### src/rtl/csr_port_arbiter_if.sv
// csr_port_arbiter_if: requester handshake and CSR-port signals of csr_port_arbiter.
// master = requester/CSR-file side, slave = the arbiter itself.
interface csr_port_arbiter_if #(
  parameter int unsigned NUM_REQ = 2
);
  logic [NUM_REQ-1:0]    req_valid;
  logic [NUM_REQ-1:0]    req_ready;
  logic [NUM_REQ*2-1:0]  req_op;
  logic [NUM_REQ*12-1:0] req_addr;
  logic [NUM_REQ*32-1:0] req_wdata;
  logic [NUM_REQ-1:0]    rsp_valid;
  logic [31:0]           rsp_rdata;
  logic                  rsp_err;
  logic                  csr_rd_en;
  logic                  csr_explicit_rd;
  logic                  csr_wr_en;
  logic [11:0]           csr_addr;
  logic [31:0]           csr_wr_data;
  logic [31:0]           csr_rd_data;
  logic                  csr_illegal;

  modport master (
    output req_valid, req_op, req_addr, req_wdata, csr_rd_data, csr_illegal,
    input  req_ready, rsp_valid, rsp_rdata, rsp_err,
           csr_rd_en, csr_explicit_rd, csr_wr_en, csr_addr, csr_wr_data
  );

  modport slave (
    input  req_valid, req_op, req_addr, req_wdata, csr_rd_data, csr_illegal,
    output req_ready, rsp_valid, rsp_rdata, rsp_err,
           csr_rd_en, csr_explicit_rd, csr_wr_en, csr_addr, csr_wr_data
  );
endinterface

### src/rtl/csr_port_arbiter.sv
// csr_port_arbiter: shares the CSR file port among NUM_REQ requesters and turns
// each READ/WRITE/SET/CLEAR request into an atomic read -> optional write sequence.
// Optional macro CSR_ARB_ROUND_ROBIN_EN selects round-robin arbitration
// (default: fixed priority, index 0 highest).
module csr_port_arbiter #(
  parameter int unsigned NUM_REQ = 2
) (
  input logic             clk,
  input logic             rst_n,
  csr_port_arbiter_if.slave bus
);
  localparam int unsigned IW = (NUM_REQ > 1) ? $clog2(NUM_REQ) : 1;

  typedef enum logic [1:0] {S_IDLE, S_READ, S_WRITE, S_RESP} state_e;
  typedef enum logic [1:0] {OP_READ = 2'b00, OP_WRITE = 2'b01, OP_SET = 2'b10, OP_CLEAR = 2'b11} op_e;

  state_e        state, state_nxt;
  logic [IW-1:0] owner;
  op_e           op;
  logic [11:0]   addr;
  logic [31:0]   wdata;
  logic [31:0]   rdata;
  logic          err;

  logic          grant_found;
  logic [IW-1:0] grant_idx;
  logic          handshake;
  logic          write_eff;
  logic          read_err;

`ifdef CSR_ARB_ROUND_ROBIN_EN
  // rr_ptr holds the index with top priority (last granted owner + 1), so the
  // search below naturally starts just after the previous winner.
  logic [IW-1:0] rr_ptr;

  // Round-robin winner: first valid index at or after rr_ptr, wrapping.
  always_comb begin
    grant_found = 1'b0;
    grant_idx   = '0;
    for (int unsigned k = 0; k < NUM_REQ; k++) begin
      logic [IW-1:0] cand;
      cand = IW'((32'(rr_ptr) + k) % NUM_REQ);
      if (!grant_found && bus.req_valid[cand]) begin
        grant_found = 1'b1;
        grant_idx   = cand;
      end
    end
  end

  // Pointer advances past the winner only on an actual handshake.
  always_ff @(posedge clk or negedge rst_n) begin
    if (!rst_n) begin
      rr_ptr <= '0;
    end else if (handshake) begin
      rr_ptr <= (grant_idx == IW'(NUM_REQ - 1)) ? '0 : grant_idx + 1'b1;
    end
  end
`else
  // Fixed priority winner: lowest valid index.
  always_comb begin
    grant_found = 1'b0;
    grant_idx   = '0;
    for (int unsigned k = 0; k < NUM_REQ; k++) begin
      if (!grant_found && bus.req_valid[IW'(k)]) begin
        grant_found = 1'b1;
        grant_idx   = IW'(k);
      end
    end
  end
`endif

  assign handshake = (state == S_IDLE) && grant_found;

  // Write effect and fault decode of the latched request.
  always_comb begin
    write_eff = (op == OP_WRITE) || (((op == OP_SET) || (op == OP_CLEAR)) && (wdata != '0));
    read_err  = bus.csr_illegal || ((op != OP_READ) && write_eff && (addr[11:10] == 2'b11));
  end

  // State register.
  always_ff @(posedge clk or negedge rst_n) begin
    if (!rst_n) begin
      state <= S_IDLE;
    end else begin
      state <= state_nxt;
    end
  end

  // Request payload captured at handshake; CSR read result captured in READ.
  always_ff @(posedge clk or negedge rst_n) begin
    if (!rst_n) begin
      owner <= '0;
      op    <= OP_READ;
      addr  <= '0;
      wdata <= '0;
      rdata <= '0;
      err   <= 1'b0;
    end else begin
      if (handshake) begin
        owner <= grant_idx;
        op    <= op_e'(bus.req_op[32'(grant_idx)*2 +: 2]);
        addr  <= bus.req_addr[32'(grant_idx)*12 +: 12];
        wdata <= bus.req_wdata[32'(grant_idx)*32 +: 32];
      end
      if (state == S_READ) begin
        rdata <= bus.csr_rd_data;
        err   <= read_err;
      end
    end
  end

  // Next state and all port outputs.
  always_comb begin
    state_nxt           = state;
    bus.req_ready       = '0;
    bus.rsp_valid       = '0;
    bus.rsp_rdata       = '0;
    bus.rsp_err         = 1'b0;
    bus.csr_rd_en       = 1'b0;
    bus.csr_explicit_rd = 1'b0;
    bus.csr_wr_en       = 1'b0;
    bus.csr_addr        = '0;
    bus.csr_wr_data     = '0;
    case (state)
      S_IDLE: begin
        if (grant_found) begin
          bus.req_ready[grant_idx] = 1'b1;
          state_nxt                = S_READ;
        end
      end
      S_READ: begin
        bus.csr_rd_en       = 1'b1;
        bus.csr_explicit_rd = 1'b1;
        bus.csr_addr        = addr;
        state_nxt           = (write_eff && !read_err) ? S_WRITE : S_RESP;
      end
      S_WRITE: begin
        bus.csr_wr_en = 1'b1;
        bus.csr_addr  = addr;
        case (op)
          OP_SET:   bus.csr_wr_data = rdata | wdata;
          OP_CLEAR: bus.csr_wr_data = rdata & ~wdata;
          default:  bus.csr_wr_data = wdata;
        endcase
        state_nxt = S_RESP;
      end
      S_RESP: begin
        bus.rsp_valid[owner] = 1'b1;
        bus.rsp_rdata        = rdata;
        bus.rsp_err          = err;
        state_nxt            = S_IDLE;
      end
      default: state_nxt = S_IDLE;
    endcase
  end
endmodule

### src/flat_wrapper.sv
// flat-port wrapper written by rule: the top's interface ports become plain ports
module csr_port_arbiter_flat 
#(
  parameter int unsigned NUM_REQ = 2
)
  (clk, rst_n, bus_req_valid, bus_req_op, bus_req_addr, bus_req_wdata, bus_csr_rd_data, bus_csr_illegal, bus_req_ready, bus_rsp_valid, bus_rsp_rdata, bus_rsp_err, bus_csr_rd_en, bus_csr_explicit_rd, bus_csr_wr_en, bus_csr_addr, bus_csr_wr_data);
  csr_port_arbiter_if #(.NUM_REQ(NUM_REQ)) bus_i ();
  input logic clk;
  input logic rst_n;
  input wire logic [$bits(bus_i.req_valid)-1:0] bus_req_valid;
  input wire logic [$bits(bus_i.req_op)-1:0] bus_req_op;
  input wire logic [$bits(bus_i.req_addr)-1:0] bus_req_addr;
  input wire logic [$bits(bus_i.req_wdata)-1:0] bus_req_wdata;
  input wire logic [$bits(bus_i.csr_rd_data)-1:0] bus_csr_rd_data;
  input wire logic [$bits(bus_i.csr_illegal)-1:0] bus_csr_illegal;
  output wire logic [$bits(bus_i.req_ready)-1:0] bus_req_ready;
  output wire logic [$bits(bus_i.rsp_valid)-1:0] bus_rsp_valid;
  output wire logic [$bits(bus_i.rsp_rdata)-1:0] bus_rsp_rdata;
  output wire logic [$bits(bus_i.rsp_err)-1:0] bus_rsp_err;
  output wire logic [$bits(bus_i.csr_rd_en)-1:0] bus_csr_rd_en;
  output wire logic [$bits(bus_i.csr_explicit_rd)-1:0] bus_csr_explicit_rd;
  output wire logic [$bits(bus_i.csr_wr_en)-1:0] bus_csr_wr_en;
  output wire logic [$bits(bus_i.csr_addr)-1:0] bus_csr_addr;
  output wire logic [$bits(bus_i.csr_wr_data)-1:0] bus_csr_wr_data;
  assign bus_i.req_valid = bus_req_valid;
  assign bus_i.req_op = bus_req_op;
  assign bus_i.req_addr = bus_req_addr;
  assign bus_i.req_wdata = bus_req_wdata;
  assign bus_i.csr_rd_data = bus_csr_rd_data;
  assign bus_i.csr_illegal = bus_csr_illegal;
  assign bus_req_ready = bus_i.req_ready;
  assign bus_rsp_valid = bus_i.rsp_valid;
  assign bus_rsp_rdata = bus_i.rsp_rdata;
  assign bus_rsp_err = bus_i.rsp_err;
  assign bus_csr_rd_en = bus_i.csr_rd_en;
  assign bus_csr_explicit_rd = bus_i.csr_explicit_rd;
  assign bus_csr_wr_en = bus_i.csr_wr_en;
  assign bus_csr_addr = bus_i.csr_addr;
  assign bus_csr_wr_data = bus_i.csr_wr_data;
  csr_port_arbiter #(.NUM_REQ(NUM_REQ)) u_core (.clk(clk), .rst_n(rst_n), .bus(bus_i));
endmodule
### config.mk
export PLATFORM = sky130hd
export DESIGN_NAME = csr_port_arbiter_flat
export DESIGN_NICKNAME = d
export VERILOG_FILES = /design/src/rtl/csr_port_arbiter_if.sv /design/src/rtl/csr_port_arbiter.sv /design/src/flat_wrapper.sv
export SDC_FILE = /design/constraint.sdc
export NUM_CORES = 1
export LEC_CHECK = 0
export ABC_AREA = 1
export ABC_CLOCK_PERIOD_IN_PS = 4300
export BUFFER_PORTS_ARGS = -buffer_cell sky130_fd_sc_hd__buf_2
export CAP_MARGIN = 40
export CORE_MARGIN = 3
export CORE_UTILIZATION = 51
export DETAILED_ROUTE_END_ITERATION = 16
export PLACE_DENSITY = 0.94
export SLEW_MARGIN = 20
export SYNTH_ARGS = -nofsm -noshare
export SYNTH_HDL_FRONTEND = slang
export SYNTH_SLANG_ARGS = --single-unit
### constraint.sdc
create_clock -name clk -period 4.3 [get_ports clk]
set_input_delay 0.215 -clock clk [delete_from_list [all_inputs] [get_ports clk]]
set_output_delay 0.215 -clock clk [all_outputs]
set_load 0.03 [all_outputs]
# Yosys cells after proc, flatten, opt, wreduce, memory -nomap -nowiden
# Cells that the tools add are included.
word_totals:
  in_bits: 129
  word_cells: 63
  out_inout_bits: 84
  reg_bits: 82
classes:
  bitwise_logic: 3
  n_eq_ne: 8
  multipliers: 1
  n_mux: 20
  n_reduce_logical: 17
  shifts: 3
  n_lt_le_gt_ge: 4
ops:
  columns: ["cell", "n"]
  rows:
  - ["$mux W32", 2]
  - ["$pmux W32 S2", 1]
  - ["$shiftx A64 B7 Y32", 1]
  - ["$and A32 B32 Y32", 1]
  - ["$not A32 Y32", 1]
  - ["$or A32 B32 Y32", 1]
  - ["$reduce_bool A32 Y1", 1]
  - ["$shiftx A24 B6 Y12", 1]
  - ["$mux W12", 1]
  - ["$eq A2 B2 Y1 const B", 5]
  - ["$mux W1", 9]
  - ["$logic_and A1 B1 Y1", 8]
  - ["$mux W2", 4]
  - ["$pmux W2 S4", 1]
  - ["$eq A2 B1 Y1 const B", 2]
  - ["$lt A1 B2 Y1 const B", 2]
  - ["$shiftx A4 B3 Y2", 1]
  - ["$logic_or A1 B1 Y1", 3]
  - ["$mul A1 B2 Y3 const B", 1]
  - ["$demux W1 S1", 2]
  - ["$ge A1 B1 Y1 const B", 2]
  - ["$logic_not A1 Y1", 2]
  - ["$logic_not A2 Y1", 1]
  - ["$ne A2 B1 Y1 const B", 1]
  - ["2 further kinds", 2]

# Longest topological paths before layout
logic_depth:
  word_depth: 11
  mapped_depth: 10
  ltp_nobuf: 10

# Worst setup path before layout
# Ideal clock, no wire load.
synth_path:
  path_type: "reg-to-output"
  startpoint: "register u_core.state[0]"
  endpoint: "output bus_csr_wr_data[10]"
  required_time_ps: 4085
  setup_slack_ps: 2420
  arrival_time_ps: 1665
  stages_incl_launch_ff: 6
  n_path_buf: 1
  path_cell_list: "dfrtp_1 inv_1 ha_1 clkbuf_1 o21ai_0 nor2_1"
synth_via:
  elab_chain_cells: 2
synth_rtl:
  columns: ["item", "line_no", "rtl"]
  rows:
  - ["from (decl)", "csr_port_arbiter.sv:17", "state_e state, state_nxt;"]
  - ["from (signal assigned)", "csr_port_arbiter.sv:85", "state <= state_nxt;"]
  - ["$eq A2 B2 Y1", "csr_port_arbiter.sv:124", "case (state)"]
  - ["$mux W32", "csr_port_arbiter.sv:124", null]
  - ["to (decl)", "flat_wrapper.sv:24", "output wire logic [$bits(bus_i.csr_wr_data)-1:0] bus_csr_wr_data;"]
# Every way passes these cells.

# Worst setup path in the final report
layout_path:
  startpoint: "register u_core.state[0]"
  endpoint: "output bus_csr_wr_data[21]"
# Same word-level chain as after synthesis.

==> results.txt <==
For the worst setup path, the data required time is 4.09 ns. The total of warnings raised by yosys came out at 0. Of the total power, the share spent switching nets is 51.8%.

Yosys attributes the largest share of cell area to sky130_fd_sc_hd__dfrtp_1 45%, sky130_fd_sc_hd__nand2_1 15%, sky130_fd_sc_hd__nor2_1 8.1%. The area growth from synthesis to layout is 29.3%. After global routing the overflow that remains totals 0. The slew at the pin with the worst max-slew slack came out at 0.739 ns. On the worst path, the slowest cell contributes a delay of 0.65 ns. The number of vias per cell after detailed routing is 5.11. The maximum buffer depth of the clock tree is 2. The total die area is 10100 µm². The pin count of the biggest net entering global routing is 47. Combinational logic burns 57.9% of the power. STA puts the critical path data arrival time at 2.22 ns. The final core area utilization came out at 69.9%. The number of global-route vias before repair is 4494.

The parity-gate share of the synthesized area counting xor and xnor cells is 0%. The global placement routability congestion came out at 0.855. sky130_fd_sc_hd__nand2_1 is the most common cell in the netlist. The net count of the finished layout came out at 985. The count of buffers from port buffering is 212. After synthesis, the mean cell area works out to 6.94 µm². The total iterations of the first detailed-routing run is 5.

The critical path endpoint category is an output pin. The tree is rooted in a sky130_fd_sc_hd__clkbuf_8. The path class of the tightest hold or removal check is input pin to flop. The number of design rule violations left after detail routing came out at 0.

The number of inserted diodes came out at 0. The part of the power in registers is 30.1%. In the final layout, the share of cells above drive strength 1 is 28.4%.

The proportion of synthesized chip area in sequential cells is 44.9%. The top-level port count is 213. Setup repair after global routing left no endpoint under its margin. The number of library cell types mapped by synthesis came out at 19. The clock input transition at the sequential cells of the worst setup and hold paths is 0.09 ns. The number of buffers created by CTS is 9. The dominant delay contributor by cell family on the critical path is adder cells.

The clock latency on the worst-skew pair came out at 0.35 ns. The simple-gate share of the synthesized area is 24.0%. The worst path uses 56.6% of the clock period.

The run finished with clean final reports. The maximum fanout count along the critical path is 21. The chip width came out at 101 µm. The multiplexer fraction of the synthesized cell area came out at 0%.

The number of placed instances with taps included is 944. Walking the worst path, the cells encountered are inv_1 -> ha_1 -> buf_6 -> o21ai_0 -> nor2_1 -> buf_2. The net switching power came out at 2510 µW.

The initial antenna violation count came to 0. The flip-flop and latch count after synthesis is 82. The starting utilization of the core area came out at 54.0%. Among all flip-flop cells after synthesis, the most frequent one is sky130_fd_sc_hd__dfrtp_1.

The first-pass GRT wire length came out at 21500 µm. The net count of the mapped netlist is 792. Detailed placement ended at an HPWL of 10200 µm. The summed negative setup slack over all endpoints is 0 ns. The number of flops mapped to enable cells by yosys is 0. The overall die height came out at 101 µm. The portion of synthesized cell area occupied by the leading cell type came out at 44.9%. By count the netlist is led by 184 x sky130_fd_sc_hd__nand2_1, 99 x sky130_fd_sc_hd__nor2_1, 89 x sky130_fd_sc_hd__inv_1. The placeable core region came out at 8460 µm². STA classifies the critical path startpoint as a flop.

IR analysis of the VDD net gives a maximum drop of 0.441 mV. In the global route stage, overall resource usage came out at 27.0%. The instance count of the mapped netlist came out at 659.

Of the total synthesized cell area, the portion taken by full adders, half adders and majority gates is 1.09%. The post-route antenna net violation count is 0. The number of H-tree levels came out at 3. The compound-cell area share of the yosys netlist came out at 17.8%. The number of buffers and inverters on the critical path came out at 3. The cell area after synthesis is 4570 µm². For this design, the slowest cell found on the critical path is sky130_fd_sc_hd__ha_1. By area, the combinational part of the netlist is dominated by simple AND/OR/NAND/NOR gates. Setup violations remaining at the end of the flow were counted as 0. The static leakage power is 0.00354 µW. The count of routing violations after the opening detailed-route iteration is 194. Of all cell types, the one taking the most synthesized area is sky130_fd_sc_hd__dfrtp_1.

Summed over all layers, the routed wires come to 13900 µm. The count of maximum capacitance violations came out at 0. The number of rows in the core area is 33.

The count of final hold-check violations was 0. CTS saw 82 sinks. The clock share of power is 12.0%. The internal portion of the total power is 2340 µW. The quantity of gates resized following cts came out at 0. The post-layout instance count excluding filler cells came out at 962. The smallest clock period supported by the final layout is computed as 2.43 ns.

The headroom to the max-slew limit is 50.7%. The fraction of registers with async set or reset after synthesis came out at 100%. The power density over the cells came out at 818 nW/µm².

Detailed routing inserted a total of 4916 vias. The setup path with the least slack is of type flop to output pin. The final count of pins violating max slew came out at 0.

Across the routed clock network, the largest skew measured is 0.0115 ns. The upper clock frequency limit came out at 411 MHz. Dividing the detail-routed wire length by the instance count gives 14.4 µm. TritonCTS built the clock tree.
==> kinds of logic after synthesis <==
kind of cell,after synthesis
AND/OR/NAND/NOR,289
buffers and inverters,134
flip-flops,82
adder cells (fa/ha/maj),4
AO/OA/AOI/OAI,150
==> stage by stage <==
stage               instance area, µm²  total power (µW)  setup slack, ns  hold WS [ns]
global route                      5920              5210             1.68        0.0483
floorplan                         4570              3430             2.42       -0.0806
global placement                  5620              4110             2.06         0.208
CTS                               5890              4830             1.84        0.0486
detailed placement                5670              4250             1.93         0.207
finish                            5920              4840             1.87        0.0586
==> per-layer routing <==
metal | wire, µm | global-route usage, % | vias up
met1 | 5610 | 33.4 | 2226
met4 | 175 | 7.46 | 0
li1 | - | - | 2462
met5 | 0 | 0 | -
met3 | 1050 | 4.84 | 20
met2 | 7020 | 48.2 | 208
==> power groups by stage <==
stage / clock network (µW) / registers [µW] / logic (µW)
global route: 627 / 1500 / 3080
CTS: 590 / 1450 / 2790
floorplan: 0 / 1380 / 2050
global placement: 0 / 1440 / 2670
finish: 582 / 1460 / 2800
detailed placement: 0 / 1460 / 2790
==> state kept, by name, summed over array words and instances, names as in the netlist <==
name / cells
u_core.owner: 1
u_core.state: 2
u_core.addr: 12
u_core.rdata: 32
u_core.err: 1
u_core.op: 2
u_core.wdata: 32
==> worst reg2reg max path: cells and delay by family (launching register included) <==
| family | cells | cell delay [ns] |
|---|---|---|
| adder cells (fa/ha/maj) | 1 | 0.24 |
| flip-flops | 1 | 0.43 |
| buffers and inverters | 4 | 0.66 |
| AO/OA/AOI/OAI | 3 | 0.47 |
==> timing repair <==
item | 4_1_cts | 5_1_grt
setup buffers | 0 | 0
endpoints found under the hold margin | 37 | 0
hold buffers | 1 | 0
==> worst paths after layout <==
check / start / endpoint / slack (ns) / cells past startpoint
setup / recovery: u_core.state[0] / bus_csr_wr_data[21] / 1.87 / 6
hold / removal: bus_csr_rd_data[25] / u_core.rdata[25] / 0.06 / 3
setup reg to reg: u_core.state[0] / u_core.wdata[4] / 2.42 / 8
hold reg to reg: u_core.err / u_core.err / 0.50 / 2
max in group asynchronous: rst_n / u_core.addr[10] / 2.97 / 3
min in group asynchronous: rst_n / u_core.rdata[0] / 0.36 / 2
==> final cells by class <==
cell class	instances	area (µm²)
tap	105	131
fill	735	2550
clock buffer	12	155
clock inverter	4	50.0
sequential	82	2050
timing repair buffer	225	1210
inverter	91	342
multi-input combinational	443	1970
==> cell usage in the layout (no fill, tap or decap) <==
master	netlist	routed
sky130_fd_sc_hd__a21oi_1	34	34
sky130_fd_sc_hd__a21oi_4	0	1
sky130_fd_sc_hd__a31oi_1	12	12
sky130_fd_sc_hd__buf_16	0	2
sky130_fd_sc_hd__buf_2	12	211
sky130_fd_sc_hd__buf_4	4	9
sky130_fd_sc_hd__buf_6	4	1
sky130_fd_sc_hd__buf_8	0	1
sky130_fd_sc_hd__bufinv_16	0	1
sky130_fd_sc_hd__clkbuf_1	23	1
sky130_fd_sc_hd__clkbuf_8	0	11
sky130_fd_sc_hd__clkinv_1	0	1
sky130_fd_sc_hd__clkinv_2	0	1
sky130_fd_sc_hd__clkinvlp_4	0	2
sky130_fd_sc_hd__dfrtp_1	82	82
sky130_fd_sc_hd__dlygate4sd3_1	0	1
sky130_fd_sc_hd__ha_1	4	4
sky130_fd_sc_hd__inv_1	89	88
sky130_fd_sc_hd__inv_2	2	2
sky130_fd_sc_hd__nand2_1	184	184
sky130_fd_sc_hd__nand3_1	2	2
sky130_fd_sc_hd__nand4_1	3	3
sky130_fd_sc_hd__nor2_1	99	99
sky130_fd_sc_hd__nor2_4	0	1
sky130_fd_sc_hd__o21ai_0	47	47
sky130_fd_sc_hd__o21ai_1	22	22
sky130_fd_sc_hd__o22ai_1	34	34
No activity file was read; power rests on OpenSTA's default activity.
